**src/rtl/rr_decode_arbiter_if.sv**
```systemverilog
// Requester-side bus of the round-robin decode arbiter: request/enable/done in, grant out.
interface rr_decode_arbiter_if;
  logic       enable;
  logic [7:0] req;
  logic       done;
  logic [7:0] grant;
  logic [2:0] grant_idx;
  logic       grant_valid;
  logic       IDLE;

  modport master (
    output enable, req, done,
    input  grant, grant_idx, grant_valid, IDLE
  );

  modport slave (
    input  enable, req, done,
    output grant, grant_idx, grant_valid, IDLE
  );
endinterface

```
**src/rtl/rr_decode_arbiter.sv**
```systemverilog
// Round-robin arbiter for 8 requesters driving the index/enable of a shared 3-to-8 decode,
// with a per-owner hold limit under contention and back-to-back handover.
module rr_decode_arbiter #(
  parameter int MAX_HOLD = 4,
  parameter int CNT_W    = 4
) (
  input  logic                 clk,
  input  logic                 rst,
  rr_decode_arbiter_if.slave   bus
);

  typedef enum logic {S_IDLE, S_GRANT} state_t;

  localparam logic [CNT_W-1:0] HOLD_LAST = CNT_W'(MAX_HOLD - 1);

  state_t           r_state;
  logic [2:0]       r_ptr;
  logic [CNT_W-1:0] r_cnt;
  logic [7:0]       r_grant;
  logic [2:0]       r_idx;
  logic             r_valid;
  logic             r_idle;

  logic [7:0]       w_others;
  logic             w_timeout;
  logic             w_release;
  logic [2:0]       w_next_ptr;
  logic [2:0]       w_new_idx;
  logic [2:0]       w_hand_idx;

  // Scan downward so the lowest offset from p is the one left standing.
  function automatic logic [2:0] pick(input logic [2:0] p, input logic [7:0] m);
    logic [2:0] idx;
    pick = p;
    for (int i = 7; i >= 0; i--) begin
      idx = p + 3'(i);
      if (m[idx]) pick = idx;
    end
  endfunction

  assign w_others   = bus.req & ~(8'b1 << r_idx);
  assign w_timeout  = (r_cnt == HOLD_LAST) && (|w_others);
  assign w_release  = bus.done || !bus.req[r_idx] || w_timeout;
  assign w_next_ptr = r_idx + 3'd1;
  assign w_new_idx  = pick(r_ptr, bus.req);
  assign w_hand_idx = pick(w_next_ptr, w_others);

  always_ff @(posedge clk or posedge rst) begin
    if (rst) begin
      r_state <= S_IDLE;
      r_ptr   <= '0;
      r_cnt   <= '0;
      r_grant <= '0;
      r_idx   <= '0;
      r_valid <= 1'b0;
      r_idle  <= 1'b1;
    end else if (!bus.enable) begin
      // Shutdown still rotates priority past an owner that was cut off.
      if (r_state == S_GRANT) r_ptr <= w_next_ptr;
      r_state <= S_IDLE;
      r_cnt   <= '0;
      r_grant <= '0;
      r_valid <= 1'b0;
      r_idle  <= 1'b1;
    end else begin
      case (r_state)
        S_IDLE: begin
          if (|bus.req) begin
            r_state <= S_GRANT;
            r_idx   <= w_new_idx;
            r_grant <= 8'b1 << w_new_idx;
            r_valid <= 1'b1;
            r_idle  <= 1'b0;
            r_cnt   <= '0;
          end
        end
        S_GRANT: begin
          if (!w_release) begin
            if (r_cnt != HOLD_LAST) r_cnt <= r_cnt + CNT_W'(1);
          end else begin
            r_ptr <= w_next_ptr;
            r_cnt <= '0;
            if (|w_others) begin
              r_idx   <= w_hand_idx;
              r_grant <= 8'b1 << w_hand_idx;
            end else begin
              r_state <= S_IDLE;
              r_grant <= '0;
              r_valid <= 1'b0;
              r_idle  <= 1'b1;
            end
          end
        end
        default: r_state <= S_IDLE;
      endcase
    end
  end

  assign bus.grant       = r_grant;
  assign bus.grant_idx   = r_idx;
  assign bus.grant_valid = r_valid;
  assign bus.IDLE        = r_idle;

endmodule

```
**src/flat_wrapper.sv**
```systemverilog
// flat-port wrapper written by rule: the top's interface ports become plain ports
module rr_decode_arbiter_flat 
#(
  parameter int MAX_HOLD = 4,
  parameter int CNT_W    = 4
)
  (clk, rst, bus_enable, bus_req, bus_done, bus_grant, bus_grant_idx, bus_grant_valid, bus_IDLE);
  rr_decode_arbiter_if bus_i ();
  input  logic clk;
  input  logic rst;
  input wire logic [$bits(bus_i.enable)-1:0] bus_enable;
  input wire logic [$bits(bus_i.req)-1:0] bus_req;
  input wire logic [$bits(bus_i.done)-1:0] bus_done;
  output wire logic [$bits(bus_i.grant)-1:0] bus_grant;
  output wire logic [$bits(bus_i.grant_idx)-1:0] bus_grant_idx;
  output wire logic [$bits(bus_i.grant_valid)-1:0] bus_grant_valid;
  output wire logic [$bits(bus_i.IDLE)-1:0] bus_IDLE;
  assign bus_i.enable = bus_enable;
  assign bus_i.req = bus_req;
  assign bus_i.done = bus_done;
  assign bus_grant = bus_i.grant;
  assign bus_grant_idx = bus_i.grant_idx;
  assign bus_grant_valid = bus_i.grant_valid;
  assign bus_IDLE = bus_i.IDLE;
  rr_decode_arbiter #(.MAX_HOLD(MAX_HOLD), .CNT_W(CNT_W)) u_core (.clk(clk), .rst(rst), .bus(bus_i));
endmodule
```
**config.mk**
```make
export PLATFORM = sky130hd
export DESIGN_NAME = rr_decode_arbiter_flat
export DESIGN_NICKNAME = d
export VERILOG_FILES = /design/src/rtl/rr_decode_arbiter_if.sv /design/src/rtl/rr_decode_arbiter.sv /design/src/flat_wrapper.sv
export SDC_FILE = /design/constraint.sdc
export NUM_CORES = 1
export LEC_CHECK = 0
export BUFFER_PORTS_ARGS = -buffer_cell sky130_fd_sc_hd__clkbuf_2
export CORE_MARGIN = 5
export CORE_UTILIZATION = 50
export DETAILED_ROUTE_END_ITERATION = 8
export GPL_TIMING_DRIVEN = 0
export HOLD_SLACK_MARGIN = 0.1
export PLACE_DENSITY = 0.71
export SYNTH_ARGS = -nofsm -noshare
export SYNTH_HDL_FRONTEND = slang
export SYNTH_SLANG_ARGS = --single-unit
```
**constraint.sdc**
```tcl
create_clock -name clk -period 4 [get_ports clk]
set_input_delay 0.4 -clock clk [delete_from_list [all_inputs] [get_ports clk]]
set_output_delay 0.4 -clock clk [all_outputs]
set_load 0.01 [all_outputs]
```
==> impl_metrics.toml <==
[clocking]
path_clk_slew_ns = 0.07
insertion_delay_ns = 0.25
htree_levels = 1
cts_tree = "built"
clkSinkCount = 21
clk_path_buf_depth = 2
cts_buffers = 3
cts_root_buf = "clkbuf_8"

[status]
outcome = "complete, no violations"

[layout]
final_cell_mix = "nand2_1 (33), nor2_1 (24), clkbuf_2 (24)"
drive_gt1_share_pct = 22.8
final_common_cell = "nand2_1"
fin_util_pct = 56.7
syn_to_final_growth_pct = 9.53
antenna_cells = 0
fin_nets = 405

[floorplanning]
num_rows = 28
core_area_um2 = 5960
ioPinCount = 25
start_util_pct = 51.8
die_w_um = 88.6
die_y_um = 88.6
die-area_um2 = 7840

[setup_path]
cp_data_arrival_time_ns = 3.92
critPathLaunchType = "register"
timing.rr.start = "u_core.bus.grant_idx[0]$_DFFE_PP0P_"
cp.required_ns = 4.16
crit_path_max_fanout = 12
worst-setup-path-type = "reg -> reg"
cp-end-kind = "register"
r2r_slack_ns = 0.24
crit_start = "u_core.bus.grant_idx[0]$_DFFE_PP0P_"

[placement]
gp_congestion = 0.876
port_buffers = 23
hpwl_mm = 6.44

[timing]
slew_violations = 0
final.period_utilization_pct = 94.0
clock.fmax_mhz = 266
slew_headroom_pct = 46.8
fin_skew_ns = 0.000938
fin_crit_ns = 3.76
tns_ns = 0
worst_pin_slew_ns = 0.797
setup_viol_count_final = 0
hold-worst-slack_ns = 0.273
hold_viol = 0

[yosys]
syn-instance-count = 356
syn-num-nets = 379
ys_seq_area_share_pct = 17.1
yosysWarnings = 0
synth_cell_types = 73
synth_flop_cell = "dfrtp_1"
syn_area_um2 = 3090
synthArstFlopShare_pct = 100
synth_area_per_cell_um2 = 8.67
synth_enable_flop_cells = 0
ys_seq_elements = 21

[grt]
grt_max_degree = 22
grt_overflow = 0
track_usage_pct = 22.4
antenna_found_initial = 0
grt_pass1_vias = 2758
grt_pass1_wl_mm = 14.1

[route]
antenna_left = 0
avgViaCountPerCell = 6.61
drcViolationCount = 0
route.vias.total = 3016
drtPass1Iterations = 5
wl_mm = 8.40
wl_per_cell_um = 18.4
drt_iter0_markers = 238

[min_path]
hp-class = "in -> async"

[job]
max_cap_violations = 0
==> state kept, by name, summed over array words and instances, names as in the netlist <==
| signal | cells |
|---|---|
| u_core.r_ptr | 3 |
| u_core.bus.grant_valid | 1 |
| u_core.bus.grant_idx | 3 |
| u_core.bus.IDLE | 1 |
| u_core.r_cnt | 4 |
| u_core.bus.grant | 8 |
| u_core.r_state | 1 |
==> repair_timing <==
action	CTS	global route
gates resized for setup	3	6
buffers inserted	0	0
hold buffers	0	0
endpoints found under the setup margin	10	10
==> stage by stage <==
step / area, um^2 / setup WS, ns / std cells
after floorplan: 3090 / 0.368 / 356
after global placement: 3290 / -0.436 / 454
after detailed placement: 3290 / -0.433 / 454
after CTS: 3350 / 0.0180 / 457
after global routing: 3380 / -0.0249 / 456
final: 3380 / 0.239 / 456
==> synth_stat cells, drive strengths merged, types with 4 or more instances <==
master   count  area (um^2)
nand3        8         40.0
mux2        12          135
inv         12         47.6
nor2b        6         37.5
xor2         4         35.0
a22oi        8         60.1
dfrtp       20          500
nand2b       8         50.1
buf         10         66.3
o21ai       23          115
a221oi       4         58.8
o22a         4         35.0
nand2       33          124
xnor2        9         86.3
o31ai        6         45.0
a21oi       15         82.6
mux2i       11          110
a32oi        4         35.0
a22o         6         52.6
o2bb2ai      4         35.0
a21boi       5         45.0
o211ai       4         30.0
mux4        18          405
clkbuf       9         33.8
ha          11          138
nor3         5         25.0
o22ai       13         81.3
or2          4         25.0
nor2        24         90.1
a211oi       5         42.5
and2         6         37.5
==> worst paths after layout <==
kind,end,cells past startpoint
worst max-delay path,u_core.bus.grant[0]$_DFFE_PP0P_,12
worst min-delay path,u_core.bus.grant[0]$_DFFE_PP0P_,2
worst max register to register,u_core.bus.grant[0]$_DFFE_PP0P_,12
worst min register to register,u_core.bus.grant[6]$_DFFE_PP0P_,2
max in group asynchronous,u_core.bus.grant_idx[0]$_DFFE_PP0P_,2
min in group clk,u_core.bus.IDLE$_DFFE_PP1P_,2
==> final cells by class <==
| class | instances | area [um^2] |
|---|---|---|
| plain buffers | 17 | 93.8 |
| clock buffers | 4 | 45.0 |
| fillers | 579 | 2580 |
| inverters | 13 | 51.3 |
| multi-input cells | 303 | 2450 |
| flip-flops and latches | 21 | 528 |
| well taps | 75 | 93.8 |
| repair buffers | 23 | 115 |
==> critical path, cell delays in order (launching register included) <==
cell and delay (ns):
dfrtp_2 0.53, buf_6 0.21, inv_4 0.07, buf_6 0.15, ha_1 0.29, buf_4 0.19
xor2_2 0.32, mux4_2 0.57, and2_0 0.17, o311ai_1 0.45, o311a_1 0.30, nand2_1 0.14
o31ai_1 0.26
==> cells by family (layout without fill, tap and decap cells) <==
group	count (synthesis)	after routing	synth area share, %
adders and majority gates	11	11	4.46
buffers and inverters	32	57	4.91
AOI/OAI and AO/OA	126	126	30.3
and+or+nand+nor	112	112	18.3
muxes	41	41	21.1
xor gates and xnor gates	13	13	3.93
DFF	21	21	17.1
==> metal layers <==
layer | GRT usage [%] | up-vias | wire, um | part of all wire (%)
li1 | - | 1440 | - | -
met3 | 1.68 | 5 | 486 | 5.8
met5 | 0 | - | 0 | 0
met1 | 32.9 | 1459 | 3770 | 45
met4 | 3.30 | 0 | 70 | 0.83
met2 | 36.8 | 112 | 4070 | 49
Power is not shown: default switching activity piles up to over one toggle a cycle in this logic, so the estimate is an artifact.
